## config.mk

```make
export PLATFORM = sky130hd
export DESIGN_NAME = fetch_unit
export DESIGN_NICKNAME = d
export VERILOG_FILES = /design/src/rtl/fetch_unit.sv
export SDC_FILE = /design/constraint.sdc
export NUM_CORES = 1
export LEC_CHECK = 0
export CAP_MARGIN = 20
export CELL_PAD_IN_SITES_DETAIL_PLACEMENT = 0
export CELL_PAD_IN_SITES_GLOBAL_PLACEMENT = 1
export CORE_UTILIZATION = 36
export CTS_CLUSTER_SIZE = 40
export DETAILED_ROUTE_END_ITERATION = 10
export GPL_TIMING_DRIVEN = 0
export MAX_ROUTING_LAYER = met4
export PLACE_DENSITY = 0.76
export SLEW_MARGIN = 40
export SYNTH_ARGS = -nofsm -noshare
export SYNTH_HDL_FRONTEND = slang
export SYNTH_SLANG_ARGS = --single-unit
```

## constraint.sdc

```tcl
create_clock -name clk -period 4.81 [get_ports clk]
set_input_delay 0.962 -clock clk [delete_from_list [all_inputs] [get_ports clk]]
set_output_delay 0.962 -clock clk [all_outputs]
set_load 0.005 [all_outputs]
```

## src/rtl/fetch_unit.sv

```systemverilog
// Instruction-fetch front end: owns the fetch PC, issues word requests to a
// wait-state-capable instruction memory and buffers returned words in a prefetch queue.
module fetch_unit #(
  parameter int              WIDTH    = 32,
  parameter logic [WIDTH-1:0] RESET_PC = '0,
  parameter int              DEPTH    = 2
) (
  input  logic             clk,
  input  logic             reset,
  input  logic             StallD,
  input  logic             BranchTakenE,
  input  logic [WIDTH-1:0] BranchTargetE,
  output logic             imem_req,
  output logic [WIDTH-1:0] imem_addr,
  input  logic             imem_ready,
  input  logic [WIDTH-1:0] imem_rdata,
  output logic [WIDTH-1:0] InstrD,
  output logic [WIDTH-1:0] PCPlus8D,
  output logic             ValidD
);

  localparam int PW = (DEPTH > 1) ? $clog2(DEPTH) : 1;
  localparam int CW = $clog2(DEPTH + 1);

  logic [WIDTH-1:0] pcf;
  logic [WIDTH-1:0] q_instr [DEPTH];
  logic [WIDTH-1:0] q_pc    [DEPTH];
  logic [PW-1:0]    rd_ptr;
  logic [PW-1:0]    wr_ptr;
  logic [CW-1:0]    count;
  logic             push;
  logic             pop;

  // Request never looks at StallD, keeping decode stalls off the memory path.
  assign imem_req  = !reset && !BranchTakenE && (count < CW'(DEPTH));
  assign imem_addr = pcf;
  assign push      = imem_req && imem_ready;
  assign pop       = ValidD && !StallD;

  assign ValidD   = (count != '0);
  assign InstrD   = ValidD ? q_instr[rd_ptr] : '0;
  assign PCPlus8D = ValidD ? (q_pc[rd_ptr] + WIDTH'(8)) : '0;

  always_ff @(posedge clk) begin
    if (reset) begin
      pcf    <= RESET_PC;
      rd_ptr <= '0;
      wr_ptr <= '0;
      count  <= '0;
    end else if (BranchTakenE) begin
      pcf    <= {BranchTargetE[WIDTH-1:2], 2'b00};
      rd_ptr <= '0;
      wr_ptr <= '0;
      count  <= '0;
    end else begin
      if (push) begin
        pcf    <= pcf + WIDTH'(4);
        wr_ptr <= wr_ptr + PW'(1);
      end
      if (pop) begin
        rd_ptr <= rd_ptr + PW'(1);
      end
      if (push && !pop) begin
        count <= count + CW'(1);
      end else if (pop && !push) begin
        count <= count - CW'(1);
      end
    end
  end

  // Queue storage needs no reset; occupancy alone decides what is valid.
  always_ff @(posedge clk) begin
    if (push) begin
      q_instr[wr_ptr] <= imem_rdata;
      q_pc[wr_ptr]    <= pcf;
    end
  end

endmodule

```

After elaboration in Yosys (flattened, before gate mapping)
Memory sizes are Yosys's and may differ from the RTL's. A register that Yosys moved wholly into a read port is not among the register bits.
Index checks and enable logic that the tools add are counted.
{"block": "op_classes", "n_reduce_logical": 15, "n_lt_le_gt_ge": 1, "n_mux": 12, "addsub": 6}
{"cell": "32-bit two-way mux", "count": 4}
{"cell": "32-bit by 3-bit adder with 32-bit output, second input constant", "count": 1}
{"cell": "32-bit by 4-bit adder with 32-bit output, second input constant", "count": 1}
{"cell": "1-bit logical AND", "count": 6}
{"cell": "1-bit two-way mux", "count": 6}
{"cell": "2-bit nonzero test", "count": 3}
{"cell": "1-bit zero test", "count": 5}
{"cell": "2-bit two-way mux", "count": 2}
{"cell": "1-bit adder, second input constant", "count": 2}
{"cell": "2-bit by 1-bit adder with 2-bit output, second input constant", "count": 1}
{"cell": "2-bit < comparator, second input constant", "count": 1}
{"cell": "2-bit OR reduction", "count": 1}
{"cell": "2-bit by 1-bit subtractor with 2-bit output, second input constant", "count": 1}
{"block": "word_totals", "wordCells": 41, "memories": 2, "in_bits": 69, "reg_bits": 36, "mem_bits_rw": 128, "output_inout_bits": 98}
{"name": "q_instr", "words": 2, "width": 32, "rd": 1, "rd_clocked_by_memory_dff": 1, "write_ports": 1, "line": "26", "source": "logic [WIDTH-1:0] q_instr [DEPTH];"}
{"name": "q_pc", "words": 2, "width": 32, "rd": 1, "rd_clocked_by_memory_dff": 1, "write_ports": 1, "line": "27", "source": "logic [WIDTH-1:0] q_pc [DEPTH];"}

Depth between registers and ports, before layout
{"block": "logic_depth", "ltp_word": 8, "mapped_depth": 12}

Least setup slack after synthesis
Ideal clock, no wire load.
{"block": "synth_path", "kind": "input port to flip-flop", "start": "in BranchTakenE", "end": "mem q_instr[0][0], enable pin", "stages": 5, "path_slack_ns": 0.051, "arrival_time_ns": 4.275, "n_path_buf": 2, "cell_sequence": "or2_1 -> buf_2 -> or2_1 -> buf_6 -> nor2_1"}
{"block": "synth_via", "elab_chain_len": 6}
{"item": "from (decl)", "line": "11", "source": "input logic BranchTakenE,"}
{"item": "1-bit zero test", "line": "35", "source": "assign imem_req = !reset && !BranchTakenE && (count < CW'(DEPTH));"}
{"item": "1-bit logical AND (2 in series)", "line": "35"}
{"item": "1-bit logical AND", "line": "37", "source": "assign push = imem_req && imem_ready;"}
{"item": "1-bit two-way mux", "line": "73", "source": "if (push) begin"}
{"item": "1-bit two-way mux (implied by the code)", "line": "74", "source": "q_instr[wr_ptr] <= imem_rdata;"}
{"item": "to (decl)", "line": "26"}
Every way passes these cells.

==> impl_metrics.yaml <==
timing:
  worstMarginPinSlew_ns: 0.749
  finalCritPeriodShare_pct: 93.3
  fin_skew_ns: 0.00811
  rsz0062_at_grt: "no"
  hold_viol: 0
  setup_viol: 0
  whs_ns: 0.517
  slew_headroom_pct: 50.0
  clock.fmax_mhz: 223
  drv_slew: 0
  period_minus_slack_ns: 4.49
power_and_ir_drop:
  power.leakage_nw: 3.25
  combPwrFrac_pct: 9.5
  pwr-share-seq_pct: 50.0
  power.density_mw_per_mm2: 312
  clockPowerShare_pct: 40.6
  ir_drop_mv: 0.219
  p_sw_w: 0.000724
  netSwitchingFraction_pct: 23.1
  p_int_w: 0.00241
clock_network:
  htreeDepth: 4
  clk_latency_ns: 0.42
  cts.clk_slew.worst_paths_ns: 0.06
  root_buffer: "clkbuf_16"
  clock_sinks: 159
  cts_hold_buf: 0
  numCtsBuffers: 17
  cts_tree: "yes"
  clock_path_buffers: 2
route:
  ant_nets: 0
  totalWireLength_um: 18900
  viasPerCell: 5.12
  wl_per_cell_um: 17.2
  drt_iter0_drc: 375
  via_count: 5603
  remaining_drc_errors: 0
  first_pass_iters: 4
floorplanning:
  fp.dieH_um: 145
  coreArea_mm2: 0.0202
  row_count: 52
  initial_core_util_pct: 36.6
  fp.dieW_um: 145
  fp.dieArea_mm2: 0.0211
  ioPinCount: 167
global_route:
  grt_max_degree: 42
  grt_antenna_before_repair: 0
  track_usage_pct: 18.9
  grt_pass1_wl_um: 30100
  grt_pass1_vias: 5681
  grt-ovfl-total: 0
placed_design:
  place_area_mm2: 0.00942
  io_buffers: 160
  post-dp-hpwl_um: 14000
  gp_congestion: 0.887
critical_path:
  crit_end: "PCPlus8D[27]"
  cp_max_fo: 18
  rr_startpoint: "imem_addr[5]"
  crit_required_ns: 3.85
  startpoint_type: "flop"
  critical_path_class: "flop to output pin"
  reg2reg_depth: 5
  r2r_end: "imem_addr[21]"
  r2r_slack_ns: 2.36
  crit_arrival_ns: 3.53
  cp-end-kind: "output pin"
cells_and_area:
  fin_nets: 884
  drive_above_1_share_pct: 8.97
  fill_cells: 1822
  n_antenna_cell: 0
  area_growth_pct: 36.1
  postLayoutCellArea_mm2: 0.0100
outcome:
  status: "completed"
synth:
  syn_avg_cell_area_um2: 11.8
  synth-seq-cells: 159
  syn_inst: 626
  synth_flop_cell: "edfxtp_1"
  ys_seq_area_share_pct: 60.0
  synth_area_mm2: 0.00738
  yosys_warnings: 0
  synth_edf_count: 124
  synth-async-reset-ratio_pct: 0
  synth_cell_types: 57
min_path:
  min_path_type: "flop to flop"
  hp-start: "rd_ptr"
job:
  maxCapViolations: 0
metal layers:
| metal | vias to the layer above | part of all wire, % | global-route usage, % |
|---|---|---|---|
| met5 | - | 0 | - |
| met3 | 33 | 5.5 | 3.43 |
| li1 | 2711 | - | - |
| met4 | 0 | 2.7 | 8.79 |
| met2 | 221 | 47 | 29.7 |
| met1 | 2638 | 45 | 23.7 |
synthesized netlist by cell type (6+ instances only):
| cell type | number | area, µm² |
|---|---|---|
| inv_1 | 9 | 33.8 |
| clkbuf_1 | 15 | 56.3 |
| mux2i_1 | 53 | 531 |
| buf_2 | 10 | 50.1 |
| nand4_1 | 21 | 131 |
| or3_1 | 6 | 37.5 |
| edfxtp_1 | 124 | 3720 |
| a211oi_1 | 18 | 135 |
| mux2_2 | 8 | 90.1 |
| nand2_1 | 41 | 154 |
| a21oi_1 | 23 | 115 |
| nand3_1 | 18 | 90.1 |
| o21ai_0 | 8 | 40.0 |
| nand3b_1 | 7 | 52.6 |
| and3_1 | 11 | 68.8 |
| nor2_1 | 79 | 297 |
| xor2_1 | 9 | 78.8 |
| dfxtp_1 | 35 | 701 |
| xnor2_1 | 29 | 254 |
| nor3_1 | 15 | 75.1 |
cell families after synthesis:
kind of cell | synth area share, %
other | 0.0508
flip-flops | 60.0
buffers and inverters | 2.87
adder cells (fa/ha/maj) | 0.509
multiplexers | 8.41
AO/OA/AOI/OAI | 7.60
XOR/XNOR | 4.51
AND/OR/NAND/NOR | 16.1
flip-flops by register name, indices dropped and copies added, names as in the netlist, named ones only:
signal and count:
q_instr 64, imem_addr 30, count 2, wr_ptr 1, rd_ptr 1, q_pc 60
metrics by stage:
| step | total power (W) | utilization [%] | setup TNS, ns | instances | setup WS [ns] |
|---|---|---|---|---|---|
| floorplan | 0.00170 | - | 0 | 629 | 0.0515 |
| global placement | 0.00188 | 46.3 | -123.16 | 1059 | -1.80 |
| detailed placement | 0.00189 | 46.7 | -2.65 | 1063 | -0.790 |
| CTS | 0.00317 | 49.6 | 0 | 1094 | 0.0169 |
| global route | 0.00326 | 49.8 | 0 | 1095 | 0.171 |
| finish | 0.00313 | 49.8 | 0 | 1095 | 0.322 |
worst max-delay path: stages, from the launching register on:
cell and delay (ns):
dfxtp_1 0.32, buf_6 0.18, buf_2 0.28, nand3_1 0.19, a222oi_1 0.73, nand4_1 0.33, o211a_1 0.29, nor3_1 0.21
clkdlybuf4s50_1 0.55
power groups by stage:
stage          clock, W  combinational, W  sequential [W]
3_5_place_dp          0          0.000295         0.00160
3_3_place_gp          0          0.000285         0.00160
6_report        0.00127          0.000296         0.00157
2_1_floorplan         0          0.000120         0.00158
4_1_cts         0.00131          0.000298         0.00157
5_1_grt         0.00136          0.000321         0.00157
worst min-delay path by stage:
stage | slack, ns | endpoint | cells past startpoint
after floorplan | 0.47 | q_pc[0][31] | 0
after global placement | 0.49 | rd_ptr | 2
after detailed placement | 0.50 | q_pc[0][31] | 0
after CTS | 0.52 | q_pc[0][31] | 0
after global routing | 0.54 | q_pc[0][31] | 0
final | 0.52 | flop | 2
what timing repair did:
item / in CTS / in global routing
pin swaps: 0 / 1
gates resized for setup: 8 / 3
setup endpoints to repair: 14 / 3
setup buffers: 0 / 2
cell type report:
| cell class | instances | area (µm²) | area share [%] |
|---|---|---|---|
| buffer | 34 | 181 | 1.81 |
| clock buffer | 18 | 429 | 4.27 |
| clock inverter | 14 | 134 | 1.33 |
| inverter | 9 | 33.8 | 0.336 |
| multi-input combinational | 425 | 2810 | 28.0 |
| sequential | 159 | 4420 | 44.1 |
| tap | 270 | 338 | 3.36 |
| timing repair buffer | 166 | 1690 | 16.9 |
layout by cell type, fill, tap and decap left out, types with 3 or more instances in the layout:
| cell | instances |
|---|---|
| a21oi_1 | 23 |
| inv_6 | 4 |
| and2_1 | 3 |
| nor2_1 | 77 |
| edfxtp_1 | 124 |
| o22ai_1 | 3 |
| buf_1 | 3 |
| xnor2_1 | 29 |
| nand2b_1 | 5 |
| inv_1 | 9 |
| nand3b_1 | 7 |
| and4_1 | 3 |
| buf_6 | 3 |
| dfxtp_1 | 35 |
| a221oi_1 | 4 |
| xor2_1 | 9 |
| clkbuf_1 | 16 |
| o21ai_0 | 8 |
| clkbuf_16 | 17 |
| nor2b_1 | 5 |
| a31oi_1 | 5 |
| a211oi_1 | 18 |
| mux2_2 | 8 |
| conb_1 | 4 |
| nor4_1 | 5 |
| nand2_1 | 41 |
| buf_2 | 7 |
| buf_4 | 8 |
| ha_1 | 3 |
| nand4b_1 | 4 |
| mux2i_1 | 53 |
| and3_1 | 11 |
| or3_1 | 6 |
| nand4_1 | 21 |
| nand3_1 | 17 |
| nor3_1 | 15 |
| clkdlybuf4s50_1 | 160 |
| clkinvlp_4 | 4 |
| o211ai_1 | 5 |
Power figures use the tool's default switching activity.
